**config.mk**
```make
export PLATFORM = sky130hd
export DESIGN_NAME = vga_rect_fill
export DESIGN_NICKNAME = d
export VERILOG_FILES = /design/src/rtl/vga_rect_fill.sv
export SDC_FILE = /design/constraint.sdc
export NUM_CORES = 1
export LEC_CHECK = 0
export CORE_MARGIN = 1
export CORE_UTILIZATION = 60
export DETAILED_ROUTE_END_ITERATION = 6
export DONT_BUFFER_PORTS = 1
export GPL_ROUTABILITY_DRIVEN = 0
export PLACE_DENSITY = 0.82
export SETUP_SLACK_MARGIN = 0.5
export SYNTH_ARGS = -nofsm -noshare
export SYNTH_HDL_FRONTEND = slang
export SYNTH_SLANG_ARGS = --single-unit
```
**constraint.sdc**
```tcl
create_clock -name clk_i -period 3.3 [get_ports clk_i]
set_clock_uncertainty 0.15 [all_clocks]
set_input_delay 0.33 -clock clk_i [delete_from_list [all_inputs] [get_ports clk_i]]
set_output_delay 0.33 -clock clk_i [all_outputs]
set_load 0.1 [all_outputs]
```
**src/rtl/vga_rect_fill.sv**
```systemverilog
// Rectangle-fill drawing engine: takes one fill command per handshake and
// streams frame-buffer pixel writes in raster order, with write backpressure.
module vga_rect_fill #(
  parameter int unsigned H_RES   = 1280,
  parameter int unsigned V_RES   = 1024,
  parameter int unsigned COORD_W = 11,
  parameter int unsigned COLOR_W = 2
) (
  input  logic               clk_i,
  input  logic               rst_i,
  input  logic               cmd_valid_i,
  output logic               cmd_ready_o,
  input  logic [COORD_W-1:0] cmd_x0_i,
  input  logic [COORD_W-1:0] cmd_y0_i,
  input  logic [COORD_W-1:0] cmd_x1_i,
  input  logic [COORD_W-1:0] cmd_y1_i,
  input  logic [COLOR_W-1:0] cmd_color_i,
  input  logic               cmd_clear_i,
  input  logic               abort_i,
  input  logic               wr_ready_i,
  output logic               we_o,
  output logic [COORD_W-1:0] addr_x_o,
  output logic [COORD_W-1:0] addr_y_o,
  output logic [COLOR_W-1:0] color_o,
  output logic               busy_o,
  output logic               done_o
);

  localparam logic [COORD_W-1:0] X_LAST = COORD_W'(H_RES - 1);
  localparam logic [COORD_W-1:0] Y_LAST = COORD_W'(V_RES - 1);

  typedef enum logic [1:0] {S_IDLE, S_SETUP, S_FILL, S_DONE} state_t;

  state_t               state_q, state_d;
  logic [COORD_W-1:0]   x0_q, x0_d, y0_q, y0_d, x1_q, x1_d, y1_q, y1_d;
  logic                 clear_q, clear_d;
  logic [COORD_W-1:0]   xmin_q, xmin_d, xmax_q, xmax_d;
  logic [COORD_W-1:0]   ymin_q, ymin_d, ymax_q, ymax_d;
  logic [COORD_W-1:0]   cur_x_q, cur_x_d, cur_y_q, cur_y_d;
  logic [COLOR_W-1:0]   color_q, color_d;
  logic                 we_q, we_d;
  logic                 done_q, done_d;

  logic [COORD_W-1:0]   xa, xb, ya, yb;
  logic [COORD_W-1:0]   xlo, xhi, ylo, yhi;

  always_comb begin
    // Clamping before min/max is equivalent to clamping after, since both are monotonic.
    xa  = (x0_q > X_LAST) ? X_LAST : x0_q;
    xb  = (x1_q > X_LAST) ? X_LAST : x1_q;
    ya  = (y0_q > Y_LAST) ? Y_LAST : y0_q;
    yb  = (y1_q > Y_LAST) ? Y_LAST : y1_q;
    xlo = (xa < xb) ? xa : xb;
    xhi = (xa < xb) ? xb : xa;
    ylo = (ya < yb) ? ya : yb;
    yhi = (ya < yb) ? yb : ya;
    if (clear_q) begin
      xlo = '0;
      xhi = X_LAST;
      ylo = '0;
      yhi = Y_LAST;
    end

    state_d = state_q;
    x0_d    = x0_q;
    y0_d    = y0_q;
    x1_d    = x1_q;
    y1_d    = y1_q;
    clear_d = clear_q;
    xmin_d  = xmin_q;
    xmax_d  = xmax_q;
    ymin_d  = ymin_q;
    ymax_d  = ymax_q;
    cur_x_d = cur_x_q;
    cur_y_d = cur_y_q;
    color_d = color_q;
    we_d    = we_q;
    done_d  = 1'b0;

    case (state_q)
      S_IDLE: begin
        we_d = 1'b0;
        if (cmd_valid_i) begin
          x0_d    = cmd_x0_i;
          y0_d    = cmd_y0_i;
          x1_d    = cmd_x1_i;
          y1_d    = cmd_y1_i;
          color_d = cmd_color_i;
          clear_d = cmd_clear_i;
          state_d = S_SETUP;
        end
      end
      S_SETUP: begin
        xmin_d  = xlo;
        xmax_d  = xhi;
        ymin_d  = ylo;
        ymax_d  = yhi;
        cur_x_d = xlo;
        cur_y_d = ylo;
        we_d    = 1'b1;
        state_d = S_FILL;
      end
      S_FILL: begin
        if (abort_i) begin
          we_d    = 1'b0;
          state_d = S_IDLE;
        end else if (wr_ready_i) begin
          if (cur_x_q == xmax_q) begin
            if (cur_y_q == ymax_q) begin
              we_d    = 1'b0;
              done_d  = 1'b1;
              state_d = S_DONE;
            end else begin
              cur_x_d = xmin_q;
              cur_y_d = cur_y_q + COORD_W'(1);
            end
          end else begin
            cur_x_d = cur_x_q + COORD_W'(1);
          end
        end
      end
      S_DONE: begin
        we_d    = 1'b0;
        state_d = S_IDLE;
      end
      default: state_d = S_IDLE;
    endcase
  end

  always_ff @(posedge clk_i) begin
    if (rst_i) begin
      state_q <= S_IDLE;
      x0_q    <= '0;
      y0_q    <= '0;
      x1_q    <= '0;
      y1_q    <= '0;
      clear_q <= 1'b0;
      xmin_q  <= '0;
      xmax_q  <= '0;
      ymin_q  <= '0;
      ymax_q  <= '0;
      cur_x_q <= '0;
      cur_y_q <= '0;
      color_q <= '0;
      we_q    <= 1'b0;
      done_q  <= 1'b0;
    end else begin
      state_q <= state_d;
      x0_q    <= x0_d;
      y0_q    <= y0_d;
      x1_q    <= x1_d;
      y1_q    <= y1_d;
      clear_q <= clear_d;
      xmin_q  <= xmin_d;
      xmax_q  <= xmax_d;
      ymin_q  <= ymin_d;
      ymax_q  <= ymax_d;
      cur_x_q <= cur_x_d;
      cur_y_q <= cur_y_d;
      color_q <= color_d;
      we_q    <= we_d;
      done_q  <= done_d;
    end
  end

  assign cmd_ready_o = (state_q == S_IDLE);
  assign busy_o      = (state_q != S_IDLE);
  assign we_o        = we_q;
  assign addr_x_o    = cur_x_q;
  assign addr_y_o    = cur_y_q;
  assign color_o     = color_q;
  assign done_o      = done_q;

endmodule

```
# Yosys cells after proc, flatten, opt, wreduce, memory -nomap -nowiden
# Cells that the tools add are included.
[totals]
output_inout_bits = 28
ff_bits = 106
elab_cells = 83
inputBits = 52
[classes]
n_addsub = 2
n_mux = 34
magnitude_cmp = 6
n_eq_ne = 14
n_bitwise = 3
reduce_logical = 10
[op_table]
columns = ["op", "n"]
rows = [
  ["11-bit 2-to-1 mux", 20],
  ["11-bit one-hot mux with 2 select lines", 2],
  ["11-bit by 1-bit adder with 11-bit output, second input constant", 2],
  ["11-bit equality test", 2],
  ["11-bit by 10-bit greater-than comparator with 1-bit output, second input constant", 2],
  ["11-bit greater-than comparator, second input constant", 2],
  ["11-bit < comparator", 2],
  ["3-bit inequality test, second input constant", 4],
  ["2-bit 2-to-1 mux", 5],
  ["2-bit inequality test, second input constant", 5],
  ["2-bit one-hot mux with 4 select lines", 1],
  ["4-bit AND reduction", 2],
  ["1-bit 2-to-1 mux", 5],
  ["5-bit AND reduction", 1],
  ["5-bit OR reduction", 1],
  ["2-bit equality test, second input constant", 2],
  ["2-bit nonzero test", 2],
  ["1-bit inverter", 3],
  ["1-bit one-hot mux with 3 select lines", 1],
  ["3-bit AND reduction", 1],
  ["2-bit by 1-bit equality test with 1-bit output, second input constant", 1],
  ["2-bit logical NOT", 1],
  ["2-bit AND reduction", 1],
  ["2-bit OR reduction", 1],
]

# Logic depth before layout (Yosys ltp)
# Gate-level depths: netlist of run 1.
[logic_depth]
ltp_word = 6
depth_mapped = 13
depth_no_buf = 10

# Worst setup path before layout of run 1
# No wires, ideal clock.
[synth_path]
kind = "register to output"
startpoint = "register state_q[0]"
endpoint = "output port busy_o"
n_path_buf = 1
required_time_ns = 2.820
path_slack_ns = 0.072
stages_incl_launch_ff = 4
arrival_time_ns = 2.748
path_cell_list = "dfxtp_1 > buf_2 > nor2_1 > inv_1"
[synth_between]
elab_chain_cells = 1
[synth_lines]
columns = ["element", "line", "text"]
rows = [
  ["start: declaration", "34", "state_t state_q, state_d;"],
  ["start signal: assignment", "148", "state_q <= state_d;"],
  ["2-bit nonzero test", "167", "assign busy_o = (state_q != S_IDLE);"],
  ["end: declaration", "25", "output logic busy_o,"],
]
# Every way passes these cells.

# Worst setup path in the final report of run 1
[layout_path]
startpoint = "register x0_q[8]"
endpoint = "register cur_x_q[1] (netlist: addr_x_o[1])"
[layout_between]
elab_chain_cells = 6
[layout_lines]
columns = ["element", "line", "text"]
rows = [
  ["start: declaration", "35", "logic [COORD_W-1:0] x0_q, x0_d, y0_q, y0_d, x1_q, x1_d, y1_q, y1_d;"],
  ["start signal: assignment", "133", "x0_q <= '0;"],
  ["start signal: assignment", "149", "x0_q <= x0_d;"],
  ["11-bit greater-than comparator", "49", "xa = (x0_q > X_LAST) ? X_LAST : x0_q;"],
  ["11-bit 2-to-1 mux *", "49", ""],
  ["11-bit < comparator", "53", "xlo = (xa < xb) ? xa : xb;"],
  ["11-bit 2-to-1 mux *", "53", ""],
  ["11-bit 2-to-1 mux *", "57", "if (clear_q) begin"],
  ["11-bit one-hot mux with 2 select lines *", "80", "case (state_q)"],
  ["end signal: assignment", "158", "cur_x_q <= cur_x_d;"],
  ["end: declaration", "39", "logic [COORD_W-1:0] cur_x_q, cur_x_d, cur_y_q, cur_y_d;"],
]
# Every way passes the cells marked *; elsewhere a longest branch is shown, timed or not.
# A chain may end at the register's enable or synchronous reset.

==> summary.txt, run 1 <==
Overall die width: 101.4 um
Die area: 10280 um2
Fill cell instance count of the final layout: 614
Final number of max-transition violations: 0
Met2 Resource Use GR: 54.79%
RSZ-0062 raised after global routing: yes
Number of antenna violations at the first check in global routing: 0
Area growth syn-to-layout: 21.68%
Number of cell instances on the worst register-to-register path: 11
Count of cell instances traversed by the critical path: 11
Number of top-level pins: 80
Buffers plus inverters on the worst setup path: 2
Critical Path Fanout Max: 8
Detailed-route wire length per cell: 19.85 um
Clock insertion delay at the later pin of the skew report: 380 ps
Final Net Count: 908
Slew Limit Headroom: 34.01%
Shortest period the worst path allows: 2940 ps
Average vias per placed instance: 6.574
Final count of hold timing violations: 0
CP max-delay cell: dfxtp_2
Max Cap Viol: 0
Count of cell types in the netlist: 61
Pin count of the biggest net entering global routing: 71
Worst setup slack after placement: 256.3 ps
Start-to-end type of the worst setup path: reg2reg
Arrival @ worst endpoint: 3080 ps
Synthesized flop and latch total: 106
First-pass GRT wire length: 27900 um
Placement row count: 35
Initial drt markers: 1011
Average footprint of a synthesized cell: 7.658 um2
Fin crit share: 89.08%
Longest Clk Path Bufs: 2
Share of final-layout standard cells stronger than drive strength 1: 18.24%
Core region area: 9415 um2
Final HPWL from detailed placement: 11130 um
Worst hold path class: in2reg
Number of cells traversed by the worst hold path: 2
F_max: 340.2 MHz
Leftover overflow at the end of global routing: 0
TritonCTS sink count: 106
Critical path's largest stage delay: 360 ps
Most common library cell in the layout ignoring fill and taps: nand2_1
Status: finished, final reports clean
Met3 track utilization from global routing: 8.282%
Library cell used as clock root buffer: clkbuf_8
Worst slew pin tran: 988.5 ps
Most instantiated flip-flop cell in the synthesis netlist: dfxtp_1
Total vias in the final route: 6364
Diode insertion count for antenna repair: 0
Setup WS post-layout: 360.5 ps
CTS tree: done
P per Cell Area: 530.6 nW/um2
Final setup vio count: 0
Synthesized net count: 848
Number of global-route vias before repair: 5530
Reg-to-reg critical path startpoint: x0_q[8]
Mapped Area: 5927 um2
Synth warn: 0
Sum of negative setup slack: 0 ps
Startpoint of the most critical setup path: x0_q[8]
CTS buffer count: 9
Highest-count cells in the layout ignoring fill and taps: 123 x nand2_1, 97 x a21oi_1, 96 x dfxtp_1
Number of buffers inserted by port buffering: 0
Remaining DRCs: 0
Dominant delay contributor by cell family on the critical path: compound AO/OA/AOI/OAI gates
H-tree Lvls: 3
Leakage component of the power: 2.934 nW
Routing usage on met1: 48.30%
Number of search-and-repair iterations in the first detailed-routing pass: 6
Total global routing track utilization: 34.89%
Chip height: 101.4 um
Initial Util: 62.95%
Element type at the critical path end: register
Number of enable flip-flop cells after synthesis: 0
Async S/R FF share, synth: 0%
Gate count after technology mapping: 774
Antenna Nets Post-Route: 0
Data required time at the worst endpoint: 3440 ps
Final wirelength: 19210 um
Min-Delay Startpoint: rst_i
Cell chain of the critical path: o21a_4 > nor2_1 > inv_1 > ha_1 > nor2_2 > nor3_4 > o22ai_1 > buf_4 > a21boi_1 > or3_1 > a2111oi_2
Clock transition time at the flip-flop clock pins of the worst setup and hold paths: 100 ps
Crit start category: register
Max IR drop VDD: 0.3290 mV
GR peak layer: met2
Share of the yosys chip area belonging to registers: 35.80%
==> where the power goes <==
part | switching [W] | leakage (nW) | internal [W] | total [W]
clock network | 0.000465 | 0.0868 | 0.000297 | 0.000762
registers | 0.000106 | 0.872 | 0.00138 | 0.00149
logic | 0.00105 | 1.98 | 0.000528 | 0.00158
==> per-layer routing <==
layer  part of all wire (%)  vias up
met1                     38     2921
met5                      0        -
met4                    3.8        0
met2                     46      488
li1                       -     2868
met3                     12       87
==> final timing paths <==
kind	end	slack (ps)
worst max register to register	addr_x_o[1]	360
worst min-delay path	addr_y_o[0]	20
worst min register to register	xmin_q[0]	310
worst max-delay path	addr_x_o[1]	360
==> stage by stage <==
stage | std cells | cell area (um2) | power (W) | util (%) | hold WS, ps
detailed placement | 883 | 6127 | 0.002746 | 65.08 | 264.2
global placement | 883 | 6127 | 0.002704 | 65.08 | 259.3
CTS | 952 | 6862 | 0.003572 | 72.88 | 28.39
finish | 968 | 7212 | 0.003827 | 76.60 | 21.78
global route | 968 | 7212 | 0.003954 | 76.60 | 22.79
floorplan | 774 | 5932 | 0.002471 | - | 281.1
==> final cells by class <==
cell class                      instances  area (um2)  area share (%)
Tap cell                              129       161.4           2.238
Inverter                               22       82.58           1.145
Multi-Input combinational cell        588        3721           51.60
Clock inverter                          4       26.28          0.3643
Clock buffer                           12       145.1           2.012
Sequential cell                       106        2137           29.63
Timing Repair Buffer                  107       938.4           13.01
==> sequential cells by signal, summed over array words and instances, names as in the netlist <==
signal	flops
we_o	1
y1_q	11
done_o	1
color_o	2
ymax_q	11
y0_q	11
xmin_q	11
state_q	2
x0_q	11
clear_q	1
x1_q	11
addr_y_o	11
addr_x_o	11
xmax_q	11
==> cell usage after synthesis (3+ instances only) <==
library cell	number	area [um2]
a21oi_1	100	500.5
a22o_1	4	35.03
a311oi_1	7	61.31
a31oi_1	8	50.05
and2_1	3	18.77
and3_1	6	37.54
and4_1	5	43.79
buf_2	9	45.04
buf_4	3	22.52
buf_6	3	33.78
clkbuf_1	45	168.9
dfxtp_1	106	2122
ha_1	22	275.3
inv_1	22	82.58
mux2i_1	6	60.06
nand2_1	124	465.5
nand2b_1	6	37.54
nand3_1	33	165.2
nand4_1	6	37.54
nor2_1	53	198.9
nor3_1	13	65.06
nor4_1	4	25.02
o211ai_1	19	142.6
o21a_1	3	22.52
o21ai_0	63	315.3
o311ai_0	14	122.6
or2_2	8	50.05
xnor2_1	11	96.34
xnor2_2	3	48.80
xor2_1	24	210.2
==> worst reg2reg max path: cells and delay by family (launching register included) <==
kind                     cells  cell delay, ps
AO/OA/AOI/OAI                4             860
adder cells (fa/ha/maj)      1             340
buffers and inverters        2             300
flip-flops                   1             360
AND/OR/NAND/NOR              4             840
==> logic make-up after synthesis <==
kind of cell / after synthesis / synth area share (%)
adders and majority gates: 22 / 4.644
buffers and inverters: 83 / 6.016
muxes: 7 / 1.203
other: 2 / 0.1267
and+or+nand+nor: 273 / 21.30
xor gates and xnor gates: 38 / 5.995
DFF: 106 / 35.80
AOI/OAI and AO/OA: 243 / 24.91
==> repair_timing <==
action | 4_1_cts | 5_1_grt
pin swaps | 5 | 16
buffers inserted | 4 | 13
cloned | 1 | 3
endpoints found under the hold margin | 70 | 0
hold buffers | 48 | 0
resized for setup | 10 | 71
setup endpoints to repair | 34 | 48
Note: power is estimated with default switching activity, not from simulation.
==> run 2: changes to the inputs <==
--- a/config.mk
+++ b/config.mk
@@ -7,10 +7,12 @@
 export LEC_CHECK = 0
 export CORE_MARGIN = 1
 export CORE_UTILIZATION = 60
+export CTS_CLUSTER_DIAMETER = 30
 export DETAILED_ROUTE_END_ITERATION = 6
 export DONT_BUFFER_PORTS = 1
 export GPL_ROUTABILITY_DRIVEN = 0
 export PLACE_DENSITY = 0.82
+export RECOVER_POWER = 100
 export SETUP_SLACK_MARGIN = 0.5
 export SYNTH_ARGS = -nofsm -noshare
 export SYNTH_HDL_FRONTEND = slang
==> run 2 against run 1 <==
Critical path type unchanged. Setup slack worse by 220 ps. Non-clock buffer count unchanged. Count of clock-buffer cells in the layout unchanged. First-iteration DRC count down 6.8%. Register-to-register slack worse by 220 ps. Hold slack better by 6.3 ps. The flow now finishes with violations (design-rule violations). Clock power down 0.8%. Via count up 0.11%.
==> summary.txt, run 2 (same netlist as run 1, synthesis figures left out) <==
Status: finished with violations
Violations in the final reports: design-rule violations
Final number of max-transition violations: 0 (unchanged)
Number of search-and-repair iterations in the first detailed-routing pass: 7 (+1)
Post-route non-filler standard cell count: 968 (unchanged)
Leakage component of the power: 2.844 nW (-3.1%)
Final wirelength: 19290 um (+0.39%)
Switching share of total power: 42.60% (+0.28 points)
Switching component of the power: 0.001611 W (-0.53%)
Total non-filler cell area in the finished layout: 7106 um2 (-1.5%)
Sum of negative setup slack: 0 ps (unchanged)
Fraction of power consumed by sequential logic: 39.3% (+0.4 points)
Share of final-layout standard cells stronger than drive strength 1: 14.78% (-3.5 points)
Number of top-level pins: 80 (unchanged)
Combinational share of power: 40.7% (-0.5 points)
Placement row count: 35 (unchanged)
Diode insertion count for antenna repair: 0 (unchanged)
Number of buffers inserted by port buffering: 0 (unchanged)
Crit start category: register
Internal Pwr Total: 0.002171 W (-1.6%)
Buffers plus inverters on the worst setup path: 3 (+1)
Start-to-end type of the worst setup path: reg2reg
Overall die width: 101.4 um (unchanged)
Element type at the critical path end: register
Longest Clk Path Bufs: 2 (unchanged)
Final setup vio count: 0 (unchanged)
Chip height: 101.4 um (unchanged)
Placed cell areas: 6127 um2 (unchanged)
Clock insertion delay at the later pin of the skew report: 380 ps (about the same)
Final Net Count: 908 (unchanged)
Remaining DRCs: 1 (+1)
Number of global-route vias before repair: 5530 (unchanged)
Arrival @ worst endpoint: 3270 ps (+190 ps)
Post-Place Cells: 883 (unchanged)
Most common library cell in the layout ignoring fill and taps: nand2_1
Critical Path Fanout Max: 8 (unchanged)
Fill cell instance count of the final layout: 648 (+5.5%)
Die area: 10280 um2 (unchanged)
Core region area: 9415 um2 (unchanged)
Final count of hold timing violations: 0 (unchanged)
Critical path's largest stage delay: 350 ps (about the same)
CTS buffer count: 9 (unchanged)
Area growth syn-to-layout: 19.89%
Slew Limit Headroom: 4.153% (-30 points)
Number of cells traversed by the worst hold path: 2 (unchanged)
RSZ-0062 raised after global routing: yes
Clock transition time at the flip-flop clock pins of the worst setup and hold paths: 100 ps (about the same)
H-tree Lvls: 3 (unchanged)
Leftover overflow at the end of global routing: 0 (unchanged)
Total vias in the final route: 6371 (+0.11%)
Highest-count cells in the layout ignoring fill and taps: 123 x nand2_1, 97 x a21oi_1, 96 x dfxtp_1
CTS tree: done
Number of cell instances on the worst register-to-register path: 12 (+1)
Setup WS post-layout: 136.5 ps (-224.0 ps)
Data required time at the worst endpoint: 3410 ps (-30 ps)
Worst slew pin tran: 1438 ps (+449.2 ps)
Count of cell instances traversed by the critical path: 12 (+1)
Initial Util: 62.95% (unchanged)
CP max-delay cell: dfxtp_2
Pin count of the biggest net entering global routing: 71 (unchanged)
Max IR drop VDD: 0.3235 mV (-1.7%)
Worst hold path class: in2reg
Number of antenna violations at the first check in global routing: 0 (unchanged)
Max Cap Viol: 0 (unchanged)
Dominant delay contributor by cell family on the critical path: compound AO/OA/AOI/OAI gates
Initial drt markers: 942 (-6.8%)
Detailed-route wire length per cell: 19.92 um (+0.39%)
Cell chain of the critical path: o21a_4 > nor2_1 > inv_1 > ha_1 > a21oi_2 > o221ai_1 > o211ai_1 > clkbuf_1 > clkbuf_4 > nand3_1 > o21ai_0 > a21oi_1
Library cell used as clock root buffer: clkbuf_8
Total global routing track utilization: 34.89% (unchanged)
Shortest period the worst path allows: 3163 ps (+224.0 ps)
Fin crit share: 95.86% (+6.8 points)
Clk pwr share: 20.0% (about the same)
F_max: 316.1 MHz (-7.1%)
Worst setup slack after placement: 256.3 ps (unchanged)
P per Cell Area: 532.2 nW/um2 (+0.31%)
Average vias per placed instance: 6.582 (+0.11%)
Antenna Nets Post-Route: 0 (unchanged)
First-pass GRT wire length: 27900 um (unchanged)
TritonCTS sink count: 106 (unchanged)
Final HPWL from detailed placement: 11130 um (unchanged)
## run 2: cell types whose count changed in the layout (fill, tap and decap cells not counted), moves of 3 or more
cell / change
clkbuf_4: +3
clkbuf_1: +23
o311ai_1: -3
o311ai_0: +4
buf_4: -25
## run 2: final cells by class
type                    count  area (um2)  share of cell area (%)
flip-flops and latches    106        2137                   30.08
repair buffers            107       854.6                   12.03
clock buffers              12       145.1                   2.043
clock inverters             4       26.28                  0.3698
inverters                  22       82.58                   1.162
well taps                 129       161.4                   2.272
multi-input cells         588        3699                   52.05
## run 2: per-layer routing
layer / vias to the layer above / GRT usage, % / share of wire [%]
met5: - / 0 / 0
met3: 106 / 8.282 / 12
met1: 2918 / 48.30 / 39
met4: 0 / 8.807 / 4.0
met2: 480 / 54.79 / 45
li1: 2867 / - / -
## run 2: power by group through the flow
| stage | Sequential [W] | Clock [W] | Combinational [W] |
|---|---|---|---|
| 2_1_floorplan | 0.00168 | 0 | 0.000787 |
| 3_3_place_gp | 0.00150 | 0 | 0.00121 |
| 3_5_place_dp | 0.00150 | 0 | 0.00124 |
| 4_1_cts | 0.00147 | 0.000742 | 0.00136 |
| 5_1_grt | 0.00150 | 0.000799 | 0.00161 |
| 6_report | 0.00149 | 0.000756 | 0.00154 |
## run 2: final timing paths
check | startpoint | end | slack [ps]
setup / recovery | x0_q[9] | xmax_q[6] | 140
hold reg to reg | y0_q[6] | y0_q[6] | 310
setup reg to reg | x0_q[9] | xmax_q[6] | 140
hold / removal | rst_i | addr_y_o[0] | 30
## run 2: worst register-to-register path, cell delays in order (launching register included)
cell and delay [ps]:
dfxtp_2 350, o21a_4 280, nor2_1 240, inv_1 110, ha_1 230, a21oi_2 180, o221ai_1 270, o211ai_1 320
clkbuf_1 290, clkbuf_4 200, nand3_1 90, o21ai_0 230, a21oi_1 130
## run 2: repair_timing
item / 4_1_cts / 5_1_grt
pin swaps: 5 / 16
resized for setup: 10 / 71
setup buffers: 4 / 13
setup endpoints to repair: 34 / 48
cloned: 1 / 3
hold buffers: 48 / 0
hold endpoints to repair: 70 / 0
## run 2: per-stage QoR
step / power, W / hold WS, ps / utilization [%]
after floorplan: 0.002471 / 281.1 / -
after detailed placement: 0.002746 / 264.2 / 65.08
after global routing: 0.003909 / 22.79 / 75.47
after global placement: 0.002704 / 259.3 / 65.08
final: 0.003782 / 28.05 / 75.47
after CTS: 0.003572 / 28.39 / 72.88
==> run 3: changes to the inputs <==
--- a/config.mk
+++ b/config.mk
@@ -6,12 +6,12 @@
 export NUM_CORES = 1
 export LEC_CHECK = 0
 export CORE_MARGIN = 1
-export CORE_UTILIZATION = 60
+export CORE_UTILIZATION = 40
 export CTS_CLUSTER_DIAMETER = 30
 export DETAILED_ROUTE_END_ITERATION = 6
 export DONT_BUFFER_PORTS = 1
 export GPL_ROUTABILITY_DRIVEN = 0
-export PLACE_DENSITY = 0.82
+export PLACE_DENSITY = 0.6
 export RECOVER_POWER = 100
 export SETUP_SLACK_MARGIN = 0.5
 export SYNTH_ARGS = -nofsm -noshare
==> run 3 against run 2 <==
First-iteration DRC count fell by 22%. Critical path type unchanged. Count of clock-buffer cells in the layout fell by 1. Global-route usage fell by 12 points. Highest routed layer unchanged. The run now ends clean. Maximum frequency rose by 7.0%. Utilization fell by 26 points. Setup slack improved by 210 ps.
==> summary.txt, run 3 (same netlist as run 1, synthesis figures left out) <==
Highest-count cells in the layout ignoring fill and taps: 124 x nand2_1, 99 x a21oi_1, 99 x dfxtp_1
Fill cell instance count of the final layout: 1433 (+120%)
Core region area: 14480 um2 (+54%)
Leftover overflow at the end of global routing: 0 (unchanged)
Clock transition time at the flip-flop clock pins of the worst setup and hold paths: 70 ps (-30 ps)
Antenna Nets Post-Route: 0 (unchanged)
P per Cell Area: 545.2 nW/um2 (+2.4%)
Crit start category: register
Final count of hold timing violations: 0 (unchanged)
Post-route non-filler standard cell count: 1017 (+5.1%)
Number of search-and-repair iterations in the first detailed-routing pass: 6 (-1)
Post-Place Cells: 937 (+6.1%)
Remaining DRCs: 0 (-1)
Final number of max-transition violations: 0 (unchanged)
Sum of negative setup slack: 0 ps (unchanged)
Final HPWL from detailed placement: 11970 um (+7.5%)
Initial drt markers: 731 (-22%)
Final Net Count: 903 (-0.55%)
Status: finished, final reports clean
Critical Path Fanout Max: 7 (-1)
Worst slew pin tran: 1443 ps (+5.609 ps)
Detailed-route wire length per cell: 17.27 um (-13%)
First-pass GRT wire length: 27540 um (-1.3%)
Final wirelength: 17560 um (-8.9%)
Total area of multi-input combinational cells: 3581 um2 (-3.2%)
Clock insertion delay at the later pin of the skew report: 350 ps (-30 ps)
Switching component of the power: 0.001517 W (-5.8%)
Library cell used as clock root buffer: clkbuf_16
Worst setup slack after placement: 262.8 ps (+6.508 ps)
Total vias in the final route: 5790 (-9.1%)
Element type at the critical path end: register
Total global routing track utilization: 23.05% (-12 points)
Number of antenna violations at the first check in global routing: 0 (unchanged)
Final Util: 49.37% (-26 points)
RSZ-0062 raised after global routing: yes
Data required time at the worst endpoint: 3410 ps (about the same)
Worst flop-to-flop path endpoint: addr_x_o[7]
Pin count of the biggest net entering global routing: 71 (unchanged)
Worst hold path class: in2reg
Arrival @ worst endpoint: 3070 ps (-200 ps)
Min-Delay Startpoint: rst_i
End point of the most critical hold path: addr_y_o[0]
Register area: 2131 um2 (-0.29%)
Longest Clk Path Bufs: 2 (unchanged)
Chip height: 123.7 um (+22%)
Internal Pwr Total: 0.002380 W (+9.6%)
Switching share of total power: 38.94% (-3.7 points)
Slew Limit Headroom: 3.779% (-0.37 points)
Share of final-layout standard cells stronger than drive strength 1: 11.76% (-3.0 points)
H-tree Lvls: 3 (unchanged)
Max Cap Viol: 0 (unchanged)
CTS tree: done
Average vias per placed instance: 5.693 (-13%)
Number of global-route vias before repair: 5278 (-4.6%)
Most common library cell in the layout ignoring fill and taps: nand2_1
Reg-to-reg critical path startpoint: addr_x_o[2]
Overall die width: 123.7 um (+22%)
Register-to-register setup slack: 340 ps (+210 ps)
Combinational share of power: 36.4% (-4.3 points)
Die area: 15310 um2 (+49%)
Start-to-end type of the worst setup path: reg2reg
TritonCTS sink count: 106 (unchanged)
CTS buffer count: 9 (unchanged)
Leakage component of the power: 2.843 nW (about the same)
Fin crit share: 89.60% (-6.3 points)
Placement row count: 44 (+26%)
Fraction of power consumed by sequential logic: 38.0% (-1.3 points)
Number of cells traversed by the worst hold path: 2 (unchanged)
Diode insertion count for antenna repair: 0 (unchanged)
Number of top-level pins: 80 (unchanged)
Worst slack on hold paths: 62.24 ps (+34.20 ps)
Initial Util: 40.94% (-22 points)
Number of cell instances on the worst register-to-register path: 7 (-5)
Setup WS post-layout: 343.1 ps (+206.6 ps)
Number of buffers inserted by port buffering: 0 (unchanged)
Area growth syn-to-layout: 20.60%
Max IR drop VDD: 0.2670 mV (-17%)
Final setup vio count: 0 (unchanged)
Shortest period the worst path allows: 2957 ps (-206.6 ps)
F_max: 338.2 MHz (+7.0%)
Clk pwr share: 25.7% (+5.7 points)
-- run 3: cell count changes in the layout (fill, tap and decap cells not counted), moves of 4 or more --
cell       change
o311ai_1       -4
clkbuf_16      +9
clkbuf_8       -9
o311ai_0       +6
-- run 3: metal layers --
layer  vias to the layer above  wire length, um  GRT usage, %
li1                       2845                -             -
met5                         -                0             0
met3                        35             1449         5.495
met2                       236             7750         34.51
met1                      2674             8056         32.59
met4                         0              304         6.702
-- run 3: power by group through the flow --
stage                     sequential [W]  clock (W)  combinational (W)
after CTS                        0.00148    0.00102            0.00138
after global routing             0.00149    0.00107            0.00154
final                            0.00148    0.00100            0.00142
after global placement           0.00150          0            0.00122
after detailed placement         0.00150          0            0.00125
after floorplan                  0.00168          0           0.000787
-- run 3: worst max-delay path by stage --
stage	from	endpoint	cells past startpoint
finish	addr_x_o[2]	addr_x_o[7]	7
global route	x0_q[9]	addr_x_o[1]	10
CTS	x0_q[8]	addr_x_o[1]	10
detailed placement	x1_q[10]	addr_x_o[5]	9
global placement	x1_q[8]	addr_x_o[5]	10
floorplan	addr_x_o[1]	addr_y_o[0]	7
-- run 3: what timing repair did --
item / CTS / global route
gates cloned: 1 / 0
endpoints found under the setup margin: 22 / 46
resized for setup: 12 / 34
hold buffers: 48 / 0
hold endpoints to repair: 70 / 0
buffers inserted: 5 / 11
pin swaps: 7 / 15
-- run 3: per-stage QoR --
stage / power [W] / area, um2
6_report: 0.003897 / 7148
4_1_cts: 0.003883 / 7062
5_1_grt: 0.004102 / 7148
2_1_floorplan: 0.002471 / 5932
3_5_place_dp: 0.002756 / 6188
3_3_place_gp: 0.002724 / 6188
-- run 3: worst max-delay path: stages, from the launching register on --
cell	delay, ps
dfxtp_2	360
clkbuf_1	1060
and4_1	490
nand4_1	160
xor2_1	180
nand2_1	80
o211ai_1	100
a311oi_1	280
-- run 3: area by class of cell --
class | count | area share [%]
Clock buffer | 11 | 3.396
Clock inverter | 4 | 0.3676
Inverter | 22 | 1.155
Multi-Input combinational cell | 586 | 50.10
Sequential cell | 106 | 29.81
Tap cell | 184 | 3.221
Timing Repair Buffer | 104 | 11.96
